--- config.mk ---
export PLATFORM = sky130hd
export DESIGN_NAME = bus_frame_receiver
export DESIGN_NICKNAME = d
export VERILOG_FILES = /design/src/rtl/bus_frame_receiver.sv
export SDC_FILE = /design/constraint.sdc
export NUM_CORES = 1
export LEC_CHECK = 0
export BUFFER_PORTS_ARGS = -buffer_cell sky130_fd_sc_hd__buf_2
export CAP_MARGIN = 20
export CORE_MARGIN = 2
export CORE_UTILIZATION = 53
export DETAILED_ROUTE_END_ITERATION = 12
export PLACE_DENSITY = 0.92
export SLEW_MARGIN = 10
export SYNTH_ARGS = -nofsm -noshare
export SYNTH_HDL_FRONTEND = slang
export SYNTH_SLANG_ARGS = --single-unit
--- constraint.sdc ---
create_clock -name clk -period 2.34 [get_ports clk]
set_clock_uncertainty 0.15 [all_clocks]
set_input_delay 0.351 -clock clk [delete_from_list [all_inputs] [get_ports clk]]
set_output_delay 0.351 -clock clk [all_outputs]
set_load 0.01 [all_outputs]
--- src/rtl/bus_frame_receiver.sv ---
`default_nettype none
// ============================================================================
// bus_frame_receiver : turns header + ADDRW/8 address byte frames into one
// command, waits for completion, returns a one-hot ack. Option: BUS_PARITY_EN
// Rev 1.0
// ============================================================================
module bus_frame_receiver #(
  parameter int ADDRW = 24
) (
  input  logic             clk,
  input  logic             rst,
  input  logic [7:0]       data_in,
  input  logic             data_valid,
  output logic             bus_ready,
  output logic             cmd_valid,
  input  logic             cmd_ready,
  output logic [1:0]       cmd_src,
  output logic [1:0]       cmd_op,
  output logic [ADDRW-1:0] cmd_addr,
  input  logic             done_in,
  output logic [2:0]       ack_out,
  output logic             err_out
);

  localparam int ABYTES = ADDRW / 8;
  localparam int CW     = (ABYTES > 1) ? $clog2(ABYTES) : 1;
  localparam logic [CW-1:0] C_LAST = CW'(ABYTES - 1);

  typedef enum logic [2:0] {
    IDLE      = 3'd0,
    ADDR      = 3'd1,
    ISSUE     = 3'd2,
    WAIT_DONE = 3'd3,
    ACK       = 3'd4
  } state_t;

  state_t           state_q, state_d;
  logic [CW-1:0]    cnt_q, cnt_d;
  logic [1:0]       src_q, src_d;
  logic [1:0]       op_q, op_d;
  logic [ADDRW-1:0] addr_q, addr_d;
  logic             par_bad_q, par_bad_d;
  logic             bus_ready_q, cmd_valid_q;
  logic             err_q, err_d;
  logic [2:0]       ack_q, ack_d;
  logic             w_accept;
  logic             w_hdr_par_bad;

  assign w_accept = data_valid && bus_ready_q;

`ifdef BUS_PARITY_EN
  // Even parity over the whole header byte: any odd XOR is a bad header.
  assign w_hdr_par_bad = ^data_in;
`else
  assign w_hdr_par_bad = 1'b0;
`endif

  always_comb begin
    state_d   = state_q;
    cnt_d     = cnt_q;
    src_d     = src_q;
    op_d      = op_q;
    addr_d    = addr_q;
    par_bad_d = par_bad_q;
    err_d     = 1'b0;
    unique case (state_q)
      IDLE: begin
        if (w_accept) begin
          src_d     = data_in[7:6];
          op_d      = data_in[5:4];
          par_bad_d = w_hdr_par_bad;
          cnt_d     = '0;
          state_d   = ADDR;
        end
      end
      ADDR: begin
        if (w_accept) begin
          addr_d = (addr_q << 8) | ADDRW'(data_in);
          cnt_d  = cnt_q + CW'(1);
          if (cnt_q == C_LAST) begin
            cnt_d = '0;
            // Bad source and bad parity share one error pulse.
            if ((src_q == 2'b00) || par_bad_q) begin
              err_d   = 1'b1;
              state_d = IDLE;
            end else begin
              state_d = ISSUE;
            end
          end
        end
      end
      ISSUE:     if (cmd_ready) state_d = WAIT_DONE;
      WAIT_DONE: if (done_in)   state_d = ACK;
      ACK:       state_d = IDLE;
      default:   state_d = IDLE;
    endcase
    ack_d = (state_d == ACK) ? (3'b001 << (src_q - 2'd1)) : 3'b000;
  end

  // Outputs are registered from the next state so they line up with it.
  always_ff @(posedge clk) begin
    if (rst) begin
      state_q     <= IDLE;
      cnt_q       <= '0;
      src_q       <= 2'b00;
      op_q        <= 2'b00;
      addr_q      <= '0;
      par_bad_q   <= 1'b0;
      bus_ready_q <= 1'b0;
      cmd_valid_q <= 1'b0;
      err_q       <= 1'b0;
      ack_q       <= 3'b000;
    end else begin
      state_q     <= state_d;
      cnt_q       <= cnt_d;
      src_q       <= src_d;
      op_q        <= op_d;
      addr_q      <= addr_d;
      par_bad_q   <= par_bad_d;
      bus_ready_q <= (state_d == IDLE) || (state_d == ADDR);
      cmd_valid_q <= (state_d == ISSUE);
      err_q       <= err_d;
      ack_q       <= ack_d;
    end
  end

  assign bus_ready = bus_ready_q;
  assign cmd_valid = cmd_valid_q;
  assign cmd_src   = src_q;
  assign cmd_op    = op_q;
  assign cmd_addr  = addr_q;
  assign ack_out   = ack_q;
  assign err_out   = err_q;

endmodule
`default_nettype wire

# Word level (Yosys, flattened, before mapping)
# Cells that the tools add are included.
# W data, S select, Z words.
[word_totals]
mem_bits_rw = 0
latch_bits = 0
elab_cells = 49
memories = 0
regBits = 39
output_inout_bits = 34
rom_bits = 0
[classes]
eq_ne = 9
n_reduce_logical = 11
n_mux = 12
shift = 1
n_addsub = 2
mul = 0
bitwise = 5
n_lt_le_gt_ge = 0
div_mod_pow = 0
[ops]
columns = ["operator", "count"]
rows = [
  ["$or A24 B8 Y24", 1],
  ["$mux W3", 5],
  ["$pmux W3 S4", 1],
  ["$eq A3 B2 Y1 const B", 3],
  ["$mux W2", 4],
  ["$eq A3 B1 Y1 const B", 2],
  ["$logic_not A3 Y1", 2],
  ["$ne A2 B2 Y1 const B", 2],
  ["$not A1 Y1", 4],
  ["$pmux W2 S2", 1],
  ["$reduce_and A2 Y1", 2],
  ["$reduce_or A4 Y1", 1],
  ["$eq A3 B3 Y1 const B", 1],
  ["$reduce_and A3 Y1", 1],
  ["$shl A1 B2 Y3 const A", 1],
  ["$add A2 B1 Y2 const B", 1],
  ["$eq A2 B2 Y1 const B", 1],
  ["$logic_not A2 Y1", 1],
  ["$reduce_bool A2 Y1", 1],
  ["$reduce_or A2 Y1", 1],
  ["$sub A2 B1 Y2 const B", 1],
  ["$logic_and A1 B1 Y1", 1],
  ["$logic_or A1 B1 Y1", 1],
  ["$mux W1", 1],
]

# Longest topological paths before layout
# Gate-level depths: netlist of run 1.
[logic_depth]
depth_word = 8
mapped_depth = 7
depth_no_buf = 6

# Least setup slack after synthesis of run 1
# Ideal clock, no wire load.
[synth_timing]
path_kind = "reg2reg"
startpoint = "reg src_q[0] (netlist: cmd_src[0])"
endpoint = "reg cmd_valid_q (netlist: cmd_valid)"
n_path_buf = 0
setup_time_ns = 0.115
path_stages_with_launch = 7
t_arrival_ns = 1.277
synth_period_minus_slack_ns = 1.542
slack_ns = 0.798
required_time_ns = 2.075
path_cell_list = "dfxtp_1 -> inv_1 -> ha_1 -> inv_1 -> mux2_2 -> a32o_1 -> and2_1"
[synth_via]
elab_chain_len = 6
[synth_rtl]
columns = ["element", "line", "source"]
rows = [
  ["start: declaration", "39", "logic [1:0] src_q, src_d;"],
  ["start signal: assignment", "116", "src_q <= src_d;"],
  ["$logic_not A2 Y1", "83", "if ((src_q == 2'b00) || par_bad_q) begin"],
  ["$mux W2", "83", ""],
  ["$mux W3", "80", "if (cnt_q == C_LAST) begin"],
  ["$mux W3", "77", "if (w_accept) begin"],
  ["$pmux W3 S4", "66", "unique case (state_q)"],
  ["$eq A3 B2 Y1", "121", "cmd_valid_q <= (state_d == ISSUE);"],
  ["end signal: assignment", "121", ""],
  ["end: declaration", "43", "logic bus_ready_q, cmd_valid_q;"],
]
# Every way passes these cells.
# A chain may end at the register's enable or synchronous reset.

# Worst setup path after layout of run 1
[layout_timing]
startpoint = "reg bus_ready_q (netlist: bus_ready)"
endpoint = "reg addr_q[7] (netlist: cmd_addr[7])"
[layout_via]
elab_chain_len = 2
[layout_rtl]
columns = ["element", "line", "source"]
rows = [
  ["start: declaration", "43", ""],
  ["start signal: assignment", "120", "bus_ready_q <= (state_d == IDLE) || (state_d == ADDR);"],
  ["$logic_and A1 B1 Y1", "49", "assign w_accept = data_valid && bus_ready_q;"],
  ["$reduce_and A2 Y1 (no line)", "n/a", ""],
  ["end signal: assignment", "118", "addr_q <= addr_d;"],
  ["end: declaration", "41", "logic [ADDRW-1:0] addr_q, addr_d;"],
]
# Every way passes these cells.

==> out/qor.yml, run 1 <==
critPathMaxFanout: 25
slew_violations: 0
vdd_ir_drop_max_v: 0.000494
critical_path.startpoint_type: "flip-flop"
first_iter_violations: 25
grt-ovfl-total: 0
routabilityCongestion: 0.762
htreeDepth: 2
nFillCells: 244
drive_gt1_share_pct: 27.1
most-common-layout-cells: "55 x nand2_1, 46 x buf_2, 39 x dfxtp_1"
cts_sinks: 39
postCtsHoldBufs: 0
syn_inst: 172
path_cells: "nand3_4 -> or3_1 -> nand2_1 -> a21oi_1"
path_class: "flip-flop to flip-flop"
antenna_found_initial: 0
ys_ff_latch: 39
track_usage_pct: 18.5
internal-power_mw: 0.817
antennaDiodeCount: 0
crit_buf_inv: 0
utilization_pct: 64.6
drt_wl_total_um: 2800
ys_seq_area_share_pct: 53.7
cts_buffers: 5
synth_top_flop_cell: "dfxtp_1"
async_flop_share_pct: 0
crit_family: "simple AND/OR/NAND/NOR gates"
fin_crit_sh_pct: 75.3
dieArea_sq_um: 3180
io_pins: 47
insertion_delay_ps: 350
grt_pass1_vias: 1060
hold_path_class: "input pin to flip-flop"
drt_pass1_iterations: 4
relSlewSlack_pct: 45.0
start_util_pct: 54.2
power_mw: 1.08
critical_path.startpoint: "bus_ready$_SDFF_PP0_"
status: "finished clean"
worst_pin_slew_ps: 825
area_growth_pct: 19.3
grt_max_degree: 32
final_common_cell: "nand2_1"
syn_avg_cell_area_sq_um: 8.46
cts_tree: "built"
arrival_ps: 1840
p_leak_nw: 0.738
switching_power_mw: 0.259
ys_warn_count: 0
rsz0062_at_grt: "false"
vias: 1257
required_ps: 2420
synth_cell_types: 26
syn-num-nets: 186
dp.cells: 241
cts_max_path_buffers: 2
dieHeight_um: 56.4
wl_per_cell_um: 11.2
rr_startpoint: "bus_ready$_SDFF_PP0_"
portBuffers: 46
post_cts_buffers: 0
powerDensity_nw_per_um2: 620
seqPwrFrac_pct: 63.1
finalHoldViolCount: 0
final_area_sq_um: 1740
dieWidth_um: 56.4
clockRootBuffer: "clkbuf_4"
critPathSlowestCell: "or3_1"
ant_nets: 0
viasPerCell: 5.05
multi_input_area_sq_um: 598
final-setup-viol-count: 0
synth-edff-count: 0
fin_cells: 249
final_nets: 231
min_from: "rst"
clk_pin_slew_ps: 110
clkPwrFrac_pct: 30.1
clock.fmax_mhz: 567
fin_crit_ps: 1760
max_stage_delay_ps: 670
layout.area.seq_sq_um: 781
sw_frac_of_total_pct: 24.0
tns_ps: 0
grt_pass1_wl_um: 4400
rows: 19
cap_violations: 0
dpl-instance-area_sq_um: 1690
cts_resized: 0
p_comb_share_pct: 6.8
cp-end-kind: "flip-flop"
syn-cell-area_sq_um: 1460
core_sq_um: 2690
drcViolationCount: 0
dp_hpwl_um: 1950
-- sequential cells by signal (all words and copies together), names as in the netlist --
signal,count
ack_out,3
bus_ready,1
cmd_addr,24
cmd_op,2
cmd_src,2
cmd_valid,1
cnt_q,2
err_out,1
state_q,3
-- layer usage --
metal  up-vias  GRT usage (%)  wire (um)  part of all wire, %
met5         -              0          0                    0
met4         0           10.9         75                  2.7
met3         9           7.60        164                  5.9
met2        35           26.4       1240                   44
met1       562           23.4       1310                   47
li1        651              -          -                    -
-- metrics by stage --
step                setup WS, ps  hold WS (ps)
floorplan                    798           312
global placement             559           288
detailed placement           545           293
CTS                          572          66.3
global route                 509          65.7
finish                       578          70.3
-- layout make-up --
| cell class | instances | share of cell area, % |
|---|---|---|
| Clock buffer | 7 | 2.60 |
| Clock inverter | 1 | 0.288 |
| Inverter | 4 | 0.865 |
| Multi-Input combinational cell | 118 | 34.5 |
| Sequential cell | 39 | 45.0 |
| Tap cell | 31 | 2.24 |
| Timing Repair Buffer | 49 | 14.6 |
-- synth_stat cells (2+ instances only) --
cell type / instances / area share [%]
nand2b_1: 2 / 0.86
buf_6: 2 / 1.5
clkbuf_1: 5 / 1.3
mux2i_1: 2 / 1.4
nor3_1: 2 / 0.69
buf_2: 4 / 1.4
nor2_1: 8 / 2.1
inv_1: 4 / 1.0
o21ai_0: 4 / 1.4
dfxtp_1: 39 / 54
nor3b_1: 2 / 1.0
a21oi_1: 30 / 10
nand2_1: 55 / 14
-- power by group through the flow --
stage | Sequential (mW) | Clock, mW | Combinational (mW)
finish | 0.679 | 0.324 | 0.0729
global route | 0.681 | 0.367 | 0.0793
CTS | 0.679 | 0.334 | 0.0727
detailed placement | 0.695 | 0 | 0.0724
global placement | 0.695 | 0 | 0.0714
floorplan | 0.697 | 0 | 0.0449
-- worst register-to-register path: stages (launching register included) --
cell	delay (ps)
dfxtp_1	420
nand3_4	100
or3_1	670
nand2_1	210
a21oi_1	90
-- path summary, 6_finish.rpt --
| kind | slack [ps] | end | depth (start not counted) |
|---|---|---|---|
| worst max-delay path | 580 | cmd_addr[7]$_SDFFE_PP0P_ | 4 |
| worst min-delay path | 70 | state_q[0]$_SDFF_PP0_ | 2 |
| worst max register to register | 580 | cmd_addr[7]$_SDFFE_PP0P_ | 4 |
| worst min register to register | 310 | cmd_addr[16]$_SDFFE_PP0P_ | 2 |
-- cell families after synthesis --
group,share of synthesized area [%]
and+or+nand+nor,25.2
DFF,53.7
buffers and inverters,5.24
adders and majority gates,0.860
AOI/OAI and AO/OA,12.9
muxes,2.15
Note: power is estimated with default switching activity, not from simulation.
==> run 2, diff against run 1 <==
Settings changed: CORE_UTILIZATION 53 to 49, PLACE_DENSITY 0.92 to 0.86.
Clock period 2.34 ns to 1.7 ns, I/O delays scaled along.
==> run 2 against run 1 <==
Combinational power grew 47%. Sequential share of layout area fell by 1.3 points. First-iteration DRC count up 88%. Worst setup slack worse by 480 ps. Critical path depth is 2 higher. Via count is 1.4% higher. Sequential power grew 38%.
==> out/qor.yml, run 2 (synthesis gave the netlist of run 1 again) <==
status: "finished clean"
powerDensity_nw_per_um2: 831  # +34%
rr_startpoint: "cmd_src[0]$_SDFFE_PP0P_"
path_cells: "inv_1 -> ha_1 -> inv_1 -> mux2_2 -> a32o_1 -> and2_1"
first_iter_violations: 47  # +88%
drt_pass1_iterations: 4  # unchanged
critPathSlowestCell: "dfxtp_1"
rows: 19  # unchanged
wl_per_cell_um: 11.2  # about the same
dp_hpwl_um: 2040  # +4.6%
grt_pass1_wl_um: 4660  # +6.0%
crit_top_cell: "inv_1"
path_class: "flip-flop to flip-flop"
cts_buffers: 5  # unchanged
clock.fmax_mhz: 624  # +10%
clockRootBuffer: "clkbuf_4"
crit_family: "flip-flops"
slew_violations: 0  # unchanged
required_ps: 1770  # -650 ps
drcViolationCount: 0  # unchanged
dieArea_sq_um: 3420  # +7.6%
critPathMaxFanout: 4  # -84%
critical_path.startpoint: "cmd_src[0]$_SDFFE_PP0P_"
io_pins: 47  # unchanged
most-common-layout-cells: "55 x nand2_1, 46 x buf_2, 39 x dfxtp_1"
r2r_slack_ps: 100  # -480 ps
crit_buf_inv: 2  # +2
layout.area.seq_sq_um: 781  # unchanged
dieWidth_um: 58.5  # +3.7%
antennaDiodeCount: 0  # unchanged
final_nets: 233  # +0.87%
viasPerCell: 5.08  # +0.54%
vdd_ir_drop_max_v: 0.000582  # +18%
dp.cells: 242  # +0.41%
rsz0062_at_grt: "false"
dieHeight_um: 58.5  # +3.7%
insertion_delay_ps: 320  # -30 ps
multi_input_area_sq_um: 603  # +0.84%
routabilityCongestion: 0.780  # +2.4%
worst_pin_slew_ps: 318  # -507 ps
area_growth_pct: 22.8
largest_reg_flops: 24  # unchanged
worst_slack_ps: 97.1  # -480 ps
min_from: "data_in[2]"
final-setup-viol-count: 0  # unchanged
fin_crit_sh_pct: 94.3  # +19 points
htreeDepth: 2  # unchanged
core_sq_um: 2780  # +3.5%
cap_violations: 0  # unchanged
antenna_found_initial: 0  # unchanged
nFillCells: 254  # +4.1%
p_leak_nw: 0.755  # +2.4%
hold_path_class: "input pin to flip-flop"
max_stage_delay_ps: 340  # -330 ps
dp_worst_setup_slack_ps: 134  # -412 ps
grt_pass1_vias: 1154  # +8.9%
utilization_pct: 64.2  # -0.36 points
post_cts_buffers: 0  # unchanged
start_util_pct: 52.3  # -1.9 points
clk_pin_slew_ps: 110  # about the same
ant_nets: 0  # unchanged
finalHoldViolCount: 0  # unchanged
vias: 1274  # +1.4%
critical_path.startpoint_type: "flip-flop"
fin_crit_ps: 1600  # -160 ps
final_common_cell: "nand2_1"
fin_cells: 251  # +0.80%
cp-end-kind: "flip-flop"
tns_ps: 0  # unchanged
relSlewSlack_pct: 78.7  # +34 points
grt_max_degree: 26  # -19%
cts_max_path_buffers: 2  # unchanged
grt-ovfl-total: 0  # unchanged
portBuffers: 46  # unchanged
drive_gt1_share_pct: 28.2  # +1.1 points
cts_sinks: 39  # unchanged
track_usage_pct: 17.6  # -0.91 points
cts_tree: "built"
drt_wl_total_um: 2820  # +0.89%
arrival_ps: 1680  # -160 ps
-- run 2: area by class of cell --
type,instances,area share (%)
Clock inverter,2,0.700
Multi-Input combinational cell,118,33.8
Inverter,4,0.840
Clock buffer,6,2.31
Timing Repair Buffer,51,16.5
Sequential cell,39,43.7
Tap cell,31,2.17
-- run 2: where the power goes --
group / leakage [nW] / total (mW) / internal (mW) / switching, mW
clock network: 0.0282 / 0.442 / 0.160 / 0.282
logic: 0.412 / 0.107 / 0.0445 / 0.0621
registers: 0.315 / 0.937 / 0.926 / 0.0110
-- run 2: stage by stage --
stage | hold slack, ps | total power [mW] | cell area (sq um)
2_1_floorplan | 241 | 1.02 | 1460
3_3_place_gp | 285 | 1.06 | 1720
3_5_place_dp | 290 | 1.06 | 1720
4_1_cts | 6.46 | 1.50 | 1780
5_1_grt | 20.3 | 1.55 | 1790
6_report | 17.7 | 1.49 | 1790
-- run 2: path summary, 6_finish.rpt --
check | end | cells after the start
hold / removal | cmd_addr[2]$_SDFFE_PP0P_ | 3
setup / recovery | cmd_valid$_SDFF_PP0_ | 6
hold reg to reg | ack_out[1]$_SDFF_PP0_ | 1
setup reg to reg | cmd_valid$_SDFF_PP0_ | 6
-- run 2: what timing repair did --
action / in CTS / in global routing
endpoints found under the setup margin: 0 / 2
hold endpoints to repair: 1 / 0
gates resized for setup: 0 / 1
hold buffers: 1 / 0
-- run 2: worst min-delay path, stage by stage --
cell,delay [ps]
buf_2,100
nand2_1,40
a21oi_1,50
-- run 2: layer usage --
layer  vias to the layer above  part of all wire, %  GRT usage [%]
li1                        659                    -              -
met1                       582                   43           20.7
met2                        31                   50           30.8
met3                         2                  5.9           4.84
met4                         0                 0.71           5.98
met5                         -                    0              0
==> run 3, diff against run 2 <==
Settings changed: CORE_UTILIZATION 49 to 53, PLACE_DENSITY 0.86 to 0.92.
Clock period 1.7 ns to 1.95 ns, I/O delays scaled along.
==> run 3 against run 2 <==
Worst hold slack lost 3.4 ps. Sequential share of layout area grew 0.37 points. Register-to-register slack gained 170 ps.
==> out/qor.yml, run 3 (synthesis gave the netlist of run 1 again) <==
dieArea_sq_um: 3180  # -7.0%
grt_pass1_wl_um: 5010  # +7.4%
ant_nets: 0  # unchanged
drive_gt1_share_pct: 27.9  # -0.33 points
fin_crit_sh_pct: 86.1  # -8.2 points
nFillCells: 259  # +2.0%
cts_buffers: 5  # unchanged
fin_crit_ps: 1680  # +76.5 ps
final_common_cell: "nand2_1"
portBuffers: 46  # unchanged
rsz0062_at_grt: "false"
path_cells: "buf_4 -> nand2_1 -> mux2_2 -> a32o_1 -> and2_1"
routabilityCongestion: 0.844  # +8.1%
max_stage_delay_ps: 430  # +90 ps
required_ps: 2050  # +280 ps
finalHoldViolCount: 0  # unchanged
p_leak_nw: 0.755  # about the same
relSlewSlack_pct: 77.3  # -1.3 points
clkPwrFrac_pct: 36.3  # +6.6 points
slew_violations: 0  # unchanged
path_class: "flip-flop to flip-flop"
critical_path.startpoint_type: "flip-flop"
final_nets: 233  # unchanged
wl_per_cell_um: 12.0  # +6.8%
holdWs_ps: 14.3  # -3.36 ps
cts_max_path_buffers: 2  # unchanged
sw_frac_of_total_pct: 22.2  # -1.7 points
io_pins: 47  # unchanged
drt_pass1_iterations: 4  # unchanged
switching_power_mw: 0.315  # -11%
status: "finished clean"
drt_wl_total_um: 3000  # +6.4%
first_iter_violations: 58  # +23%
most-common-layout-cells: "55 x nand2_1, 46 x buf_2, 39 x dfxtp_1"
postCtsHoldBufs: 0  # -1
antenna_found_initial: 0  # unchanged
insertion_delay_ps: 350  # +30 ps
powerDensity_nw_per_um2: 802  # -3.5%
multi_input_area_sq_um: 598  # -0.83%
arrival_ps: 1780  # +100 ps
drcViolationCount: 0  # unchanged
rows: 19  # unchanged
area_growth_pct: 21.8
seqPwrFrac_pct: 57.4  # -5.7 points
layout.area.seq_sq_um: 781  # unchanged
cap_violations: 0  # unchanged
post_cts_buffers: 0  # unchanged
vdd_ir_drop_max_v: 0.000710  # +22%
dp_hpwl_um: 2180  # +7.2%
p_comb_share_pct: 6.2  # -1.0 points
viasPerCell: 5.17  # +1.9%
dieWidth_um: 56.4  # -3.6%
final-setup-viol-count: 0  # unchanged
grt-ovfl-total: 0  # unchanged
largest_reg_flops: 24  # unchanged
vias: 1293  # +1.5%
antennaDiodeCount: 0  # unchanged
track_usage_pct: 20.7  # +3.1 points
grt_max_degree: 25  # -3.8%
cts_sinks: 39  # unchanged
dieHeight_um: 56.4  # -3.6%
critPathSlowestCell: "dfxtp_1"
clk_pin_slew_ps: 110  # about the same
tns_ps: 0  # unchanged
cts_resized: 0  # unchanged
cp-end-kind: "flip-flop"
worst_pin_slew_ps: 338  # +20.5 ps
internal-power_mw: 1.11  # -2.1%
grt_pass1_vias: 1178  # +2.1%
critPathMaxFanout: 8  # +4
clockRootBuffer: "clkbuf_4"
cts_tree: "built"
core_sq_um: 2690  # -3.4%
start_util_pct: 54.2  # +1.9 points
hold_path_class: "input pin to flip-flop"
r2r_slack_ps: 270  # +170 ps
htreeDepth: 2  # unchanged
clock.fmax_mhz: 595  # -4.6%
-- run 3: worst max-delay path, delay by kind of cell (launching register included) --
kind	cells	cell delay (ps)
compound gates	1	280
simple gates	2	250
buf+inv	1	180
mux	1	290
flops	1	430
-- run 3: layout make-up --
type / count / area share [%]
tap: 31 / 2.19
inverter: 4 / 0.847
clock inverter: 1 / 1.69
clock buffer: 6 / 2.33
multi-input combinational: 118 / 33.8
sequential: 39 / 44.1
timing repair buffer: 51 / 15.1
-- run 3: metrics by stage --
stage / power, mW / util, % / instance area (sq um) / cells / setup slack (ps)
after detailed placement: 0.924 / 63.3 / 1700 / 243 / 319
after CTS: 1.43 / 66.0 / 1770 / 250 / 292
final: 1.42 / 66.0 / 1770 / 250 / 271
after floorplan: 0.890 / - / 1460 / 172 / 408
after global placement: 0.920 / 63.3 / 1700 / 243 / 415
after global routing: 1.48 / 66.0 / 1770 / 250 / 164
-- run 3: power groups by stage --
stage	combinational, mW	sequential, mW	clock [mW]
floorplan	0.0539	0.836	0
global placement	0.0866	0.834	0
detailed placement	0.0890	0.835	0
CTS	0.0893	0.816	0.521
global route	0.0986	0.818	0.565
finish	0.0887	0.816	0.516
-- run 3: worst paths after layout --
path / startpoint / end / cells after the start
max reg2reg: state_q[0]$_SDFF_PP0_ / cmd_valid$_SDFF_PP0_ / 5
min: data_in[3] / cmd_addr[3]$_SDFFE_PP0P_ / 3
min reg2reg: cmd_addr[16]$_SDFFE_PP0P_ / cmd_addr[16]$_SDFFE_PP0P_ / 2
max: state_q[0]$_SDFF_PP0_ / cmd_valid$_SDFF_PP0_ / 5
-- run 3: metal layers --
layer	share of wire, %	GRT usage, %	vias to the layer above
met2	49	33.6	41
met5	0	0	-
li1	-	-	656
met3	5.9	5.07	10
met1	43	24.5	586
met4	2.3	12.6	0
